<file path="config.mk">
export PLATFORM = sky130hd
export DESIGN_NAME = time_of_day_counter_flat
export DESIGN_NICKNAME = d
export VERILOG_FILES = /design/src/rtl/time_of_day_counter_if.sv /design/src/rtl/time_of_day_counter.sv /design/src/flat_wrapper.sv
export SDC_FILE = /design/constraint.sdc
export NUM_CORES = 1
export LEC_CHECK = 0
export ABC_AREA = 1
export BUFFER_PORTS_ARGS = -buffer_cell sky130_fd_sc_hd__buf_2
export CAP_MARGIN = 5
export CORE_MARGIN = 2
export CORE_UTILIZATION = 40
export DETAILED_ROUTE_END_ITERATION = 16
export PLACE_DENSITY = 0.58
export SLEW_MARGIN = 30
export SYNTH_ARGS = -nofsm -noshare
export SYNTH_HDL_FRONTEND = slang
export SYNTH_SLANG_ARGS = --single-unit
</file>
<file path="constraint.sdc">
create_clock -name clk -period 4 [get_ports clk]
set_input_delay 0.4 -clock clk [delete_from_list [all_inputs] [get_ports clk]]
set_output_delay 0.4 -clock clk [all_outputs]
set_load 0.02 [all_outputs]
</file>
<file path="src/rtl/time_of_day_counter_if.sv">
// Time-load request bus: requester drives set_valid/set_h/set_m/set_s,
// the counter answers with set_ready and a one-cycle set_err.
interface time_of_day_counter_if;
  logic       set_valid;
  logic [5:0] set_h;
  logic [6:0] set_m;
  logic [6:0] set_s;
  logic       set_ready;
  logic       set_err;

  modport master (output set_valid, set_h, set_m, set_s, input set_ready, set_err);
  modport slave  (input set_valid, set_h, set_m, set_s, output set_ready, set_err);
endinterface

</file>
<file path="src/rtl/time_of_day_counter.sv">
// BCD time-of-day counter with prescaler, 12/24-hour display and a one-cycle load FSM.
// Optional alarm comparator enabled by defining TOD_ALARM_EN.
module time_of_day_counter #(
  parameter int DIV   = 50000000,
  parameter int DIV_W = 26
) (
  input  logic                       clk,
  input  logic                       clr,
  input  logic                       en,
  input  logic                       mode24,
  time_of_day_counter_if.slave       sbus,
`ifdef TOD_ALARM_EN
  input  logic                       alm_we,
  input  logic [5:0]                 alm_h,
  input  logic [6:0]                 alm_m,
  output logic                       alm_hit,
`endif
  output logic [1:0]                 qh1,
  output logic [3:0]                 qh0,
  output logic [2:0]                 qm1,
  output logic [3:0]                 qm0,
  output logic [2:0]                 qs1,
  output logic [3:0]                 qs0,
  output logic                       qpm,
  output logic                       sec_tick,
  output logic                       roll
);

  typedef enum logic {RUN = 1'b0, LOAD = 1'b1} state_t;

  state_t           state_reg, state_next;
  logic [DIV_W-1:0] presc_reg;
  logic [1:0]       h1_reg;
  logic [3:0]       h0_reg, m0_reg, s0_reg;
  logic [2:0]       m1_reg, s1_reg;
  logic [5:0]       ld_h_reg;
  logic [6:0]       ld_m_reg, ld_s_reg;
  logic             set_err_reg, sec_tick_reg, roll_reg;

  logic [1:0]       inc_h1;
  logic [3:0]       inc_h0, inc_m0, inc_s0;
  logic [2:0]       inc_m1, inc_s1;
  logic             day_wrap, presc_max, set_legal, accept, advance;
  logic [4:0]       hour_bin, hour_12;

  function automatic logic hour_ok(input logic [5:0] h);
    return (h[3:0] <= 4'd9) && ((h[5:4] < 2'd2) || (h[5:4] == 2'd2 && h[3:0] <= 4'd3));
  endfunction

  function automatic logic min_sec_ok(input logic [6:0] v);
    return (v[3:0] <= 4'd9) && (v[6:4] <= 3'd5);
  endfunction

  assign set_legal = hour_ok(sbus.set_h) && min_sec_ok(sbus.set_m) && min_sec_ok(sbus.set_s);
  assign accept    = (state_reg == RUN) && sbus.set_valid && set_legal;
  assign presc_max = (presc_reg == DIV_W'(DIV - 1));
  // An accepted request swallows a coinciding advance: the loaded value wins.
  assign advance   = (state_reg == RUN) && en && presc_max && !accept;
  assign day_wrap  = (h1_reg == 2'd2) && (h0_reg == 4'd3) && (m1_reg == 3'd5) &&
                     (m0_reg == 4'd9) && (s1_reg == 3'd5) && (s0_reg == 4'd9);

  // Ripple-carry BCD increment of the whole time by one second.
  always_comb begin
    inc_h1 = h1_reg;
    inc_h0 = h0_reg;
    inc_m1 = m1_reg;
    inc_m0 = m0_reg;
    inc_s1 = s1_reg;
    inc_s0 = s0_reg + 4'd1;
    if (s0_reg == 4'd9) begin
      inc_s0 = 4'd0;
      inc_s1 = s1_reg + 3'd1;
      if (s1_reg == 3'd5) begin
        inc_s1 = 3'd0;
        inc_m0 = m0_reg + 4'd1;
        if (m0_reg == 4'd9) begin
          inc_m0 = 4'd0;
          inc_m1 = m1_reg + 3'd1;
          if (m1_reg == 3'd5) begin
            inc_m1 = 3'd0;
            if (h1_reg == 2'd2 && h0_reg == 4'd3) begin
              inc_h1 = 2'd0;
              inc_h0 = 4'd0;
            end else if (h0_reg == 4'd9) begin
              inc_h1 = h1_reg + 2'd1;
              inc_h0 = 4'd0;
            end else begin
              inc_h0 = h0_reg + 4'd1;
            end
          end
        end
      end
    end
  end

  always_ff @(posedge clk or negedge clr) begin
    if (!clr) state_reg <= RUN;
    else      state_reg <= state_next;
  end

  always_comb begin
    state_next = state_reg;
    case (state_reg)
      RUN:     if (accept) state_next = LOAD;
      LOAD:    state_next = RUN;
      default: state_next = RUN;
    endcase
  end

  always_comb begin
    sbus.set_ready = (state_reg == RUN);
    sbus.set_err   = set_err_reg;
  end

  always_ff @(posedge clk or negedge clr) begin
    if (!clr) begin
      presc_reg    <= '0;
      h1_reg       <= '0;
      h0_reg       <= '0;
      m1_reg       <= '0;
      m0_reg       <= '0;
      s1_reg       <= '0;
      s0_reg       <= '0;
      ld_h_reg     <= '0;
      ld_m_reg     <= '0;
      ld_s_reg     <= '0;
      set_err_reg  <= 1'b0;
      sec_tick_reg <= 1'b0;
      roll_reg     <= 1'b0;
    end else begin
      set_err_reg  <= (state_reg == RUN) && sbus.set_valid && !set_legal;
      sec_tick_reg <= advance;
      roll_reg     <= advance && day_wrap;
      if (state_reg == LOAD) begin
        {h1_reg, h0_reg} <= ld_h_reg;
        {m1_reg, m0_reg} <= ld_m_reg;
        {s1_reg, s0_reg} <= ld_s_reg;
        presc_reg        <= '0;
      end else begin
        if (accept) begin
          ld_h_reg <= sbus.set_h;
          ld_m_reg <= sbus.set_m;
          ld_s_reg <= sbus.set_s;
        end
        if (en) presc_reg <= presc_max ? '0 : presc_reg + DIV_W'(1);
        if (advance) begin
          h1_reg <= inc_h1;
          h0_reg <= inc_h0;
          m1_reg <= inc_m1;
          m0_reg <= inc_m0;
          s1_reg <= inc_s1;
          s0_reg <= inc_s0;
        end
      end
    end
  end

`ifdef TOD_ALARM_EN
  logic [5:0] alm_h_reg;
  logic [6:0] alm_m_reg;
  logic       alm_hit_reg;

  always_ff @(posedge clk or negedge clr) begin
    if (!clr) begin
      alm_h_reg   <= '0;
      alm_m_reg   <= '0;
      alm_hit_reg <= 1'b0;
    end else begin
      if (alm_we && hour_ok(alm_h) && min_sec_ok(alm_m)) begin
        alm_h_reg <= alm_h;
        alm_m_reg <= alm_m;
      end
      alm_hit_reg <= advance && ({inc_h1, inc_h0} == alm_h_reg) &&
                     ({inc_m1, inc_m0} == alm_m_reg) && ({inc_s1, inc_s0} == 7'd0);
    end
  end

  assign alm_hit = alm_hit_reg;
`endif

  assign sec_tick = sec_tick_reg;
  assign roll     = roll_reg;
  assign qm1      = m1_reg;
  assign qm0      = m0_reg;
  assign qs1      = s1_reg;
  assign qs0      = s0_reg;

  // Hours are stored 24-hour; the 12-hour view is derived here only.
  always_comb begin
    hour_bin = {3'b000, h1_reg} * 5'd10 + {1'b0, h0_reg};
    hour_12  = hour_bin;
    qpm      = 1'b0;
    qh1      = h1_reg;
    qh0      = h0_reg;
    if (!mode24) begin
      qpm = (hour_bin >= 5'd12);
      if (hour_bin == 5'd0)       hour_12 = 5'd12;
      else if (hour_bin > 5'd12)  hour_12 = hour_bin - 5'd12;
      if (hour_12 >= 5'd10) begin
        qh1 = 2'd1;
        qh0 = 4'(hour_12 - 5'd10);
      end else begin
        qh1 = 2'd0;
        qh0 = hour_12[3:0];
      end
    end
  end

endmodule

</file>
<file path="src/flat_wrapper.sv">
// flat-port wrapper written by rule: the top's interface ports become plain ports
module time_of_day_counter_flat 
#(
  parameter int DIV   = 50000000,
  parameter int DIV_W = 26
)
  (clk, clr, en, mode24, qh1, qh0, qm1, qm0, qs1, qs0, qpm, sec_tick, roll, sbus_set_valid, sbus_set_h, sbus_set_m, sbus_set_s, sbus_set_ready, sbus_set_err);
  time_of_day_counter_if sbus_i ();
  input  logic clk;
  input  logic clr;
  input  logic en;
  input  logic mode24;
  output logic [1:0] qh1;
  output logic [3:0] qh0;
  output logic [2:0] qm1;
  output logic [3:0] qm0;
  output logic [2:0] qs1;
  output logic [3:0] qs0;
  output logic qpm;
  output logic sec_tick;
  output logic roll;
  input wire logic [$bits(sbus_i.set_valid)-1:0] sbus_set_valid;
  input wire logic [$bits(sbus_i.set_h)-1:0] sbus_set_h;
  input wire logic [$bits(sbus_i.set_m)-1:0] sbus_set_m;
  input wire logic [$bits(sbus_i.set_s)-1:0] sbus_set_s;
  output wire logic [$bits(sbus_i.set_ready)-1:0] sbus_set_ready;
  output wire logic [$bits(sbus_i.set_err)-1:0] sbus_set_err;
  assign sbus_i.set_valid = sbus_set_valid;
  assign sbus_i.set_h = sbus_set_h;
  assign sbus_i.set_m = sbus_set_m;
  assign sbus_i.set_s = sbus_set_s;
  assign sbus_set_ready = sbus_i.set_ready;
  assign sbus_set_err = sbus_i.set_err;
  time_of_day_counter #(.DIV(DIV), .DIV_W(DIV_W)) u_core (.clk(clk), .clr(clr), .en(en), .mode24(mode24), .sbus(sbus_i), .qh1(qh1), .qh0(qh0), .qm1(qm1), .qm0(qm0), .qs1(qs1), .qs0(qs0), .qpm(qpm), .sec_tick(sec_tick), .roll(roll));
endmodule
</file>
Word level (Yosys, flattened, before mapping)
Cells that the tools add are included.
{"block": "word_totals", "register_bits": 70, "input_bits": 25, "output_inout_bits": 25, "wordCells": 127}
{"block": "op_classes", "add_sub_neg": 10, "mul": 1, "magnitude_cmp": 10, "eq_ne": 9, "mux": 47, "bitwise": 1, "n_reduce_logical": 35}
{"cell": "$mux 26", "n": 3}
{"cell": "$mux 4", "n": 18}
{"cell": "$mux 3", "n": 10}
{"cell": "$add 26x1->26 const B", "n": 1}
{"cell": "$eq 26x26->1 const B", "n": 1}
{"cell": "$logic_and 1x1->1", "n": 18}
{"cell": "$mux 2", "n": 9}
{"cell": "$mux 5", "n": 3}
{"cell": "$add 4x1->4 const B", "n": 3}
{"cell": "$eq 4x4->1 const B", "n": 3}
{"cell": "$le 4x4->1 const B", "n": 3}
{"cell": "$reduce_bool 2->1", "n": 6}
{"cell": "$ge 5x4->1 const B", "n": 2}
{"cell": "$add 3x1->3 const B", "n": 2}
{"cell": "$eq 3x3->1 const B", "n": 2}
{"cell": "$le 3x3->1 const B", "n": 2}
{"cell": "$reduce_and 6->1", "n": 1}
{"cell": "$add 5x4->5", "n": 1}
{"cell": "$gt 5x4->1 const B", "n": 1}
{"cell": "$logic_not 5->1", "n": 1}
{"cell": "$reduce_and 5->1", "n": 1}
{"cell": "$sub 5x4->5 const B", "n": 1}
{"cell": "$eq 2x2->1 const B", "n": 2}
{"cell": "$eq 4x2->1 const B", "n": 1}
{"cell": "other kinds (14)", "n": 18}

Logic depth before layout (Yosys ltp)
{"block": "depth", "word_depth": 11, "ltp_mapped": 17, "ltp_nobuf": 17}

Worst setup path before layout
No wires, ideal clock.
{"block": "synth_timing", "path_type": "register to output", "start": "reg u_core.h0_reg[1]", "end": "out qh1[0]", "arrival_time_ns": 2.621, "required_ns": 3.600, "slack_ns": 0.979, "stages_incl_launch_ff": 17, "n_path_buf": 0, "cell_sequence": "dfrtp_1 -> ha_1 -> fa_1 -> xnor2_1 -> inv_1 -> ha_1 -> inv_1 -> nor2_1 -> nand2_1 -> nand2_1 -> a21oi_1 -> ha_1 -> nand2_1 -> nand2_1 -> nand2_1 -> nand2_1 -> o21ai_0"}
{"block": "synth_between", "elab_chain_len": 8, "elab_cells_between_ends": 10, "classes_between": "2 x add/sub; 2 x order compare; 5 x mux; 1 x reduce/logical"}
{"element": "start, declared", "line_no": "time_of_day_counter.sv:34", "rtl": "logic [3:0] h0_reg, m0_reg, s0_reg;"}
{"element": "start signal, assigned", "line_no": "time_of_day_counter.sv:135", "rtl": "{h1_reg, h0_reg} <= ld_h_reg;"}
{"element": "start signal, assigned", "line_no": "time_of_day_counter.sv:148", "rtl": "h0_reg <= inc_h0;"}
{"element": "$add 5x4->5 (*)", "line_no": "time_of_day_counter.sv:190", "rtl": "hour_bin = {3'b000, h1_reg} * 5'd10 + {1'b0, h0_reg};"}
{"element": "$sub 5x4->5 / $gt 5x4->1 (equally long branches)", "line_no": "time_of_day_counter.sv:198", "rtl": "else if (hour_bin > 5'd12) hour_12 = hour_bin - 5'd12;"}
{"element": "$mux 5", "line_no": "time_of_day_counter.sv:198"}
{"element": "$mux 5 (*)", "line_no": "time_of_day_counter.sv:197", "rtl": "if (hour_bin == 5'd0) hour_12 = 5'd12;"}
{"element": "$mux 5 (*)", "line_no": "time_of_day_counter.sv:195", "rtl": "if (!mode24) begin"}
{"element": "$ge 5x4->1 (*)", "line_no": "time_of_day_counter.sv:199", "rtl": "if (hour_12 >= 5'd10) begin"}
{"element": "$mux 1 (*)", "line_no": "time_of_day_counter.sv:199"}
{"element": "$mux 2 (*)", "line_no": "time_of_day_counter.sv:195"}
{"element": "end, declared", "line_no": "flat_wrapper.sv:13", "rtl": "output logic [1:0] qh1;"}
Mark *: on every way between the ends. The rest lies on a longest branch, timed or not. The select of a mux whose other input is x is not followed.

Final worst setup path
{"block": "layout_timing", "start": "reg u_core.h0_reg[1]", "end": "out qh0[1]"}
{"block": "layout_between", "elab_chain_len": 8, "elab_cells_between_ends": 11, "classes_between": "3 x add/sub; 2 x order compare; 5 x mux; 1 x reduce/logical"}
{"element": "$add 5x4->5", "line_no": "time_of_day_counter.sv:190"}
{"element": "$sub 5x4->5 / $gt 5x4->1 (equally long branches)", "line_no": "time_of_day_counter.sv:198"}
{"element": "$mux 5", "line_no": "time_of_day_counter.sv:198"}
{"element": "$mux 5", "line_no": "time_of_day_counter.sv:197"}
{"element": "$mux 5", "line_no": "time_of_day_counter.sv:195"}
{"element": "$sub 4x4->4 / $ge 5x4->1 (equally long branches)", "line_no": "time_of_day_counter.sv:201, time_of_day_counter.sv:199"}
{"element": "$mux 4", "line_no": "time_of_day_counter.sv:199"}
{"element": "$mux 4 (*)", "line_no": "time_of_day_counter.sv:195"}
{"element": "end, declared", "line_no": "flat_wrapper.sv:14", "rtl": "output logic [3:0] qh0;"}
Marks and branches as above.

==> impl_metrics.tcl <==
set metrics [dict create \
    r2r-end "u_core.presc_reg[10]" \
    drv_cap 0 \
    slew_headroom_pct 46.2 \
    rrSetupSlack_ns 1.72 \
    nFillCells 1057 \
    cts.htree.levels 3 \
    cts_sinks 70 \
    rr_worst_depth 10 \
    fin_ws_ns 0.351 \
    arrival_ns 3.25 \
    dp_hpwl_um 7690 \
    clock_path_buffers 2 \
    first_pass_iters 5 \
    fp.dieArea_um2 11300 \
    max-vdd-ir-drop_mv 0.276 \
    crit_family "adder cells" \
    period_share_pct 91.2 \
    critical_path_class "flip-flop to output pin" \
    pwr-share-comb_pct 31.4 \
    status "finished clean" \
    hold_viol_final 0 \
    synth_cell_types 41 \
    diodes 0 \
    cts_tree "done" \
    nNetsFinal 645 \
    cts-root-buf "clkbuf_8" \
    synth_nets 594 \
    slowest_stage "dfrtp_1" \
    clkLatencyLatePin_ns 0.35 \
    start_kind "flip-flop" \
    critPathCaptureType "output pin" \
    power_leakage_uw 0.00245 \
    worst-path-stages 18 \
    power.share.clock_pct 27.8 \
    yosys_warnings 0 \
    min_period_ns 3.65 \
    io_pins 50 \
    ys_seq_area_share_pct 41.7 \
    worst_pin_slew_ns 0.806 \
    fmax_mhz 274 \
    place_inst 735 \
    largest_reg_flops 26 \
    antenna_found_initial 0 \
    p_int_uw 1520 \
    synth-async-reset-ratio_pct 100 \
    finalSetupTns_ns 0 \
    gr-total-overflow 0 \
    synthFlopType "dfrtp_1" \
    path_cells "ha_1 -> fa_1 -> xnor2_2 -> inv_1 -> ha_1 -> inv_1 -> nor2_1 -> nand2_1 -> nand2_1 -> a21oi_2 -> ha_1 -> nand2_1 -> nand2_1 -> nand2_1 -> nand2_1 -> nand3_1 -> nand2_1 -> buf_2" \
    cts_buffers 9 \
    num_vias 3783 \
    cts_hold_buf 0 \
    drc 0 \
    die-width_um 106 \
    drt_wl_total_um 10200 \
    layout_common_cells "nand2_1, inv_1, dfrtp_1" \
    hp-class "input pin to async pin" \
    wire_per_inst_um 13.6 \
    final_common_cell "nand2_1" \
    p_switching_uw 890 \
    p_per_area_nw_per_um2 499 \
    rows 37 \
    port_buffers 49 \
    drive_gt1_share_pct 14.0 \
    drt_iter0_markers 282 \
    grt_pass1_wl_um 17400 \
    avgSynthCellArea_um2 7.51 \
    fin_hold_ws_ns 0.134 \
    grt_pass1_vias 3675 \
    crit_required_ns 3.60 \
    grt_max_degree 37 \
    setup_violations 0 \
    p_sw_share_pct 37.0 \
    critPathBufInv 3 \
    area_growth_pct 14.9 \
    startpoint "u_core.h0_reg[1]" \
    gp_congestion 0.951 \
    cpPeakStageDelay_ns 0.44 \
    clk_pin_slew_ns 0.07 \
    netlist_area_um2 4200 \
    postSynthCellCount 559 \
    core_um2 10300 \
    ys_seq_elements 70 \
    finalMaxSlewViolations 0 \
    grt_setup_unrepaired "false" \
    instances_no_fill 751 \
    crit_fanout 5 \
    ant_nets 0 \
    vias_per_cell 5.04 \
    synth_edf_count 0 \
    die_h_um 106 \
    cp_common_cell "nand2_1" \
    place_ws_ns 0.622 \
    timing.rr.start "u_core.presc_reg[0]" \
    share_seq_of_total_power_pct 40.8 \
    fin_skew_ns 0.00732 \
    grt.total_usage_pct 19.3 \
    crit_path_end "qh0[1]" \
    start_util_pct 40.9 \
]
-- worst min-delay path by stage --
stage / to / startpoint / slack [ns] / cells after the start
finish: u_core.ld_h_reg[0] / clr / 0.13 / 1
global route: u_core.h1_reg[1] / clr / 0.19 / 1
CTS: u_core.ld_h_reg[0] / clr / 0.16 / 1
detailed placement: u_core.ld_m_reg[4] / u_core.ld_m_reg[4] / 0.47 / 2
global placement: u_core.ld_h_reg[4] / u_core.ld_h_reg[4] / 0.47 / 2
floorplan: u_core.h0_reg[0] / clr / 0.10 / 0
-- worst register-to-register path, delay by kind of cell (launching register included) --
kind / cells / cell delay (ns)
buf+inv: 2 / 0.40
flops: 1 / 0.43
fa+ha+maj: 1 / 0.30
compound gates: 2 / 0.29
simple gates: 5 / 0.80
-- metal layers --
metal / share of wire (%) / global-route usage (%) / routed length [um] / vias up
met4: 1.2 / 5.19 / 123 / 0
met3: 4.2 / 4.66 / 431 / 12
li1: - / - / - / 1930
met1: 49 / 27.1 / 5060 / 1759
met2: 45 / 29.8 / 4620 / 82
met5: 0 / 0 / 0 / -
-- metrics by stage --
step                      util, %  area [um^2]  power [uW]
after CTS                    46.8         4810        2420
after detailed placement     44.6         4580        1740
after global placement       44.6         4580        1720
final                        46.9         4820        2410
after floorplan                 -         4200        1520
after global routing         46.9         4820        2580
-- what timing repair did --
| action | in CTS | in global routing |
|---|---|---|
| setup endpoints to repair | 0 | 2 |
| setup buffers | 0 | 0 |
| gates resized for setup | 0 | 2 |
-- synth_stat cells, types with 3 or more instances --
cell      instances  area, um^2
nand2_1         140         526
inv_1            83         312
dfrtp_1          70        1750
o21ai_0          48         240
nand3_1          40         200
nor2_1           30         113
a21oi_1          19        95.1
nor3_1           19        95.1
xor2_1           18         158
o22ai_1          16         100
nand4_1          10        62.6
ha_1              9         113
clkbuf_1          8        30.0
o21ai_1           5        25.0
o211ai_1          4        30.0
xnor2_1           4        35.0
buf_2             3        15.0
inv_2             3        11.3
-- cells by family after synthesis --
kind of cell	after synthesis	synth area share [%]
AOI/OAI and AO/OA	103	13.9
xor gates and xnor gates	22	4.59
adders and majority gates	10	3.16
buffers and inverters	100	9.21
DFF	70	41.7
muxes	1	0.238
and+or+nand+nor	253	27.2
-- power by group through the flow --
| stage | clock network (uW) | registers, uW | logic, uW |
|---|---|---|---|
| after CTS | 690 | 981 | 752 |
| after floorplan | 0 | 980 | 540 |
| after global placement | 0 | 988 | 730 |
| after global routing | 713 | 1000 | 865 |
| after detailed placement | 0 | 994 | 748 |
| final | 669 | 983 | 757 |
-- cell type report --
cell class / count / area, um^2 / share of cell area [%]
multi-input combinational: 389 / 2070 / 42.9
sequential: 70 / 1750 / 36.3
inverter: 88 / 330 / 6.85
timing repair buffer: 52 / 268 / 5.55
tap: 136 / 170 / 3.53
clock buffer: 12 / 155 / 3.22
clock inverter: 4 / 77.6 / 1.61
Power figures use the tool's default switching activity.
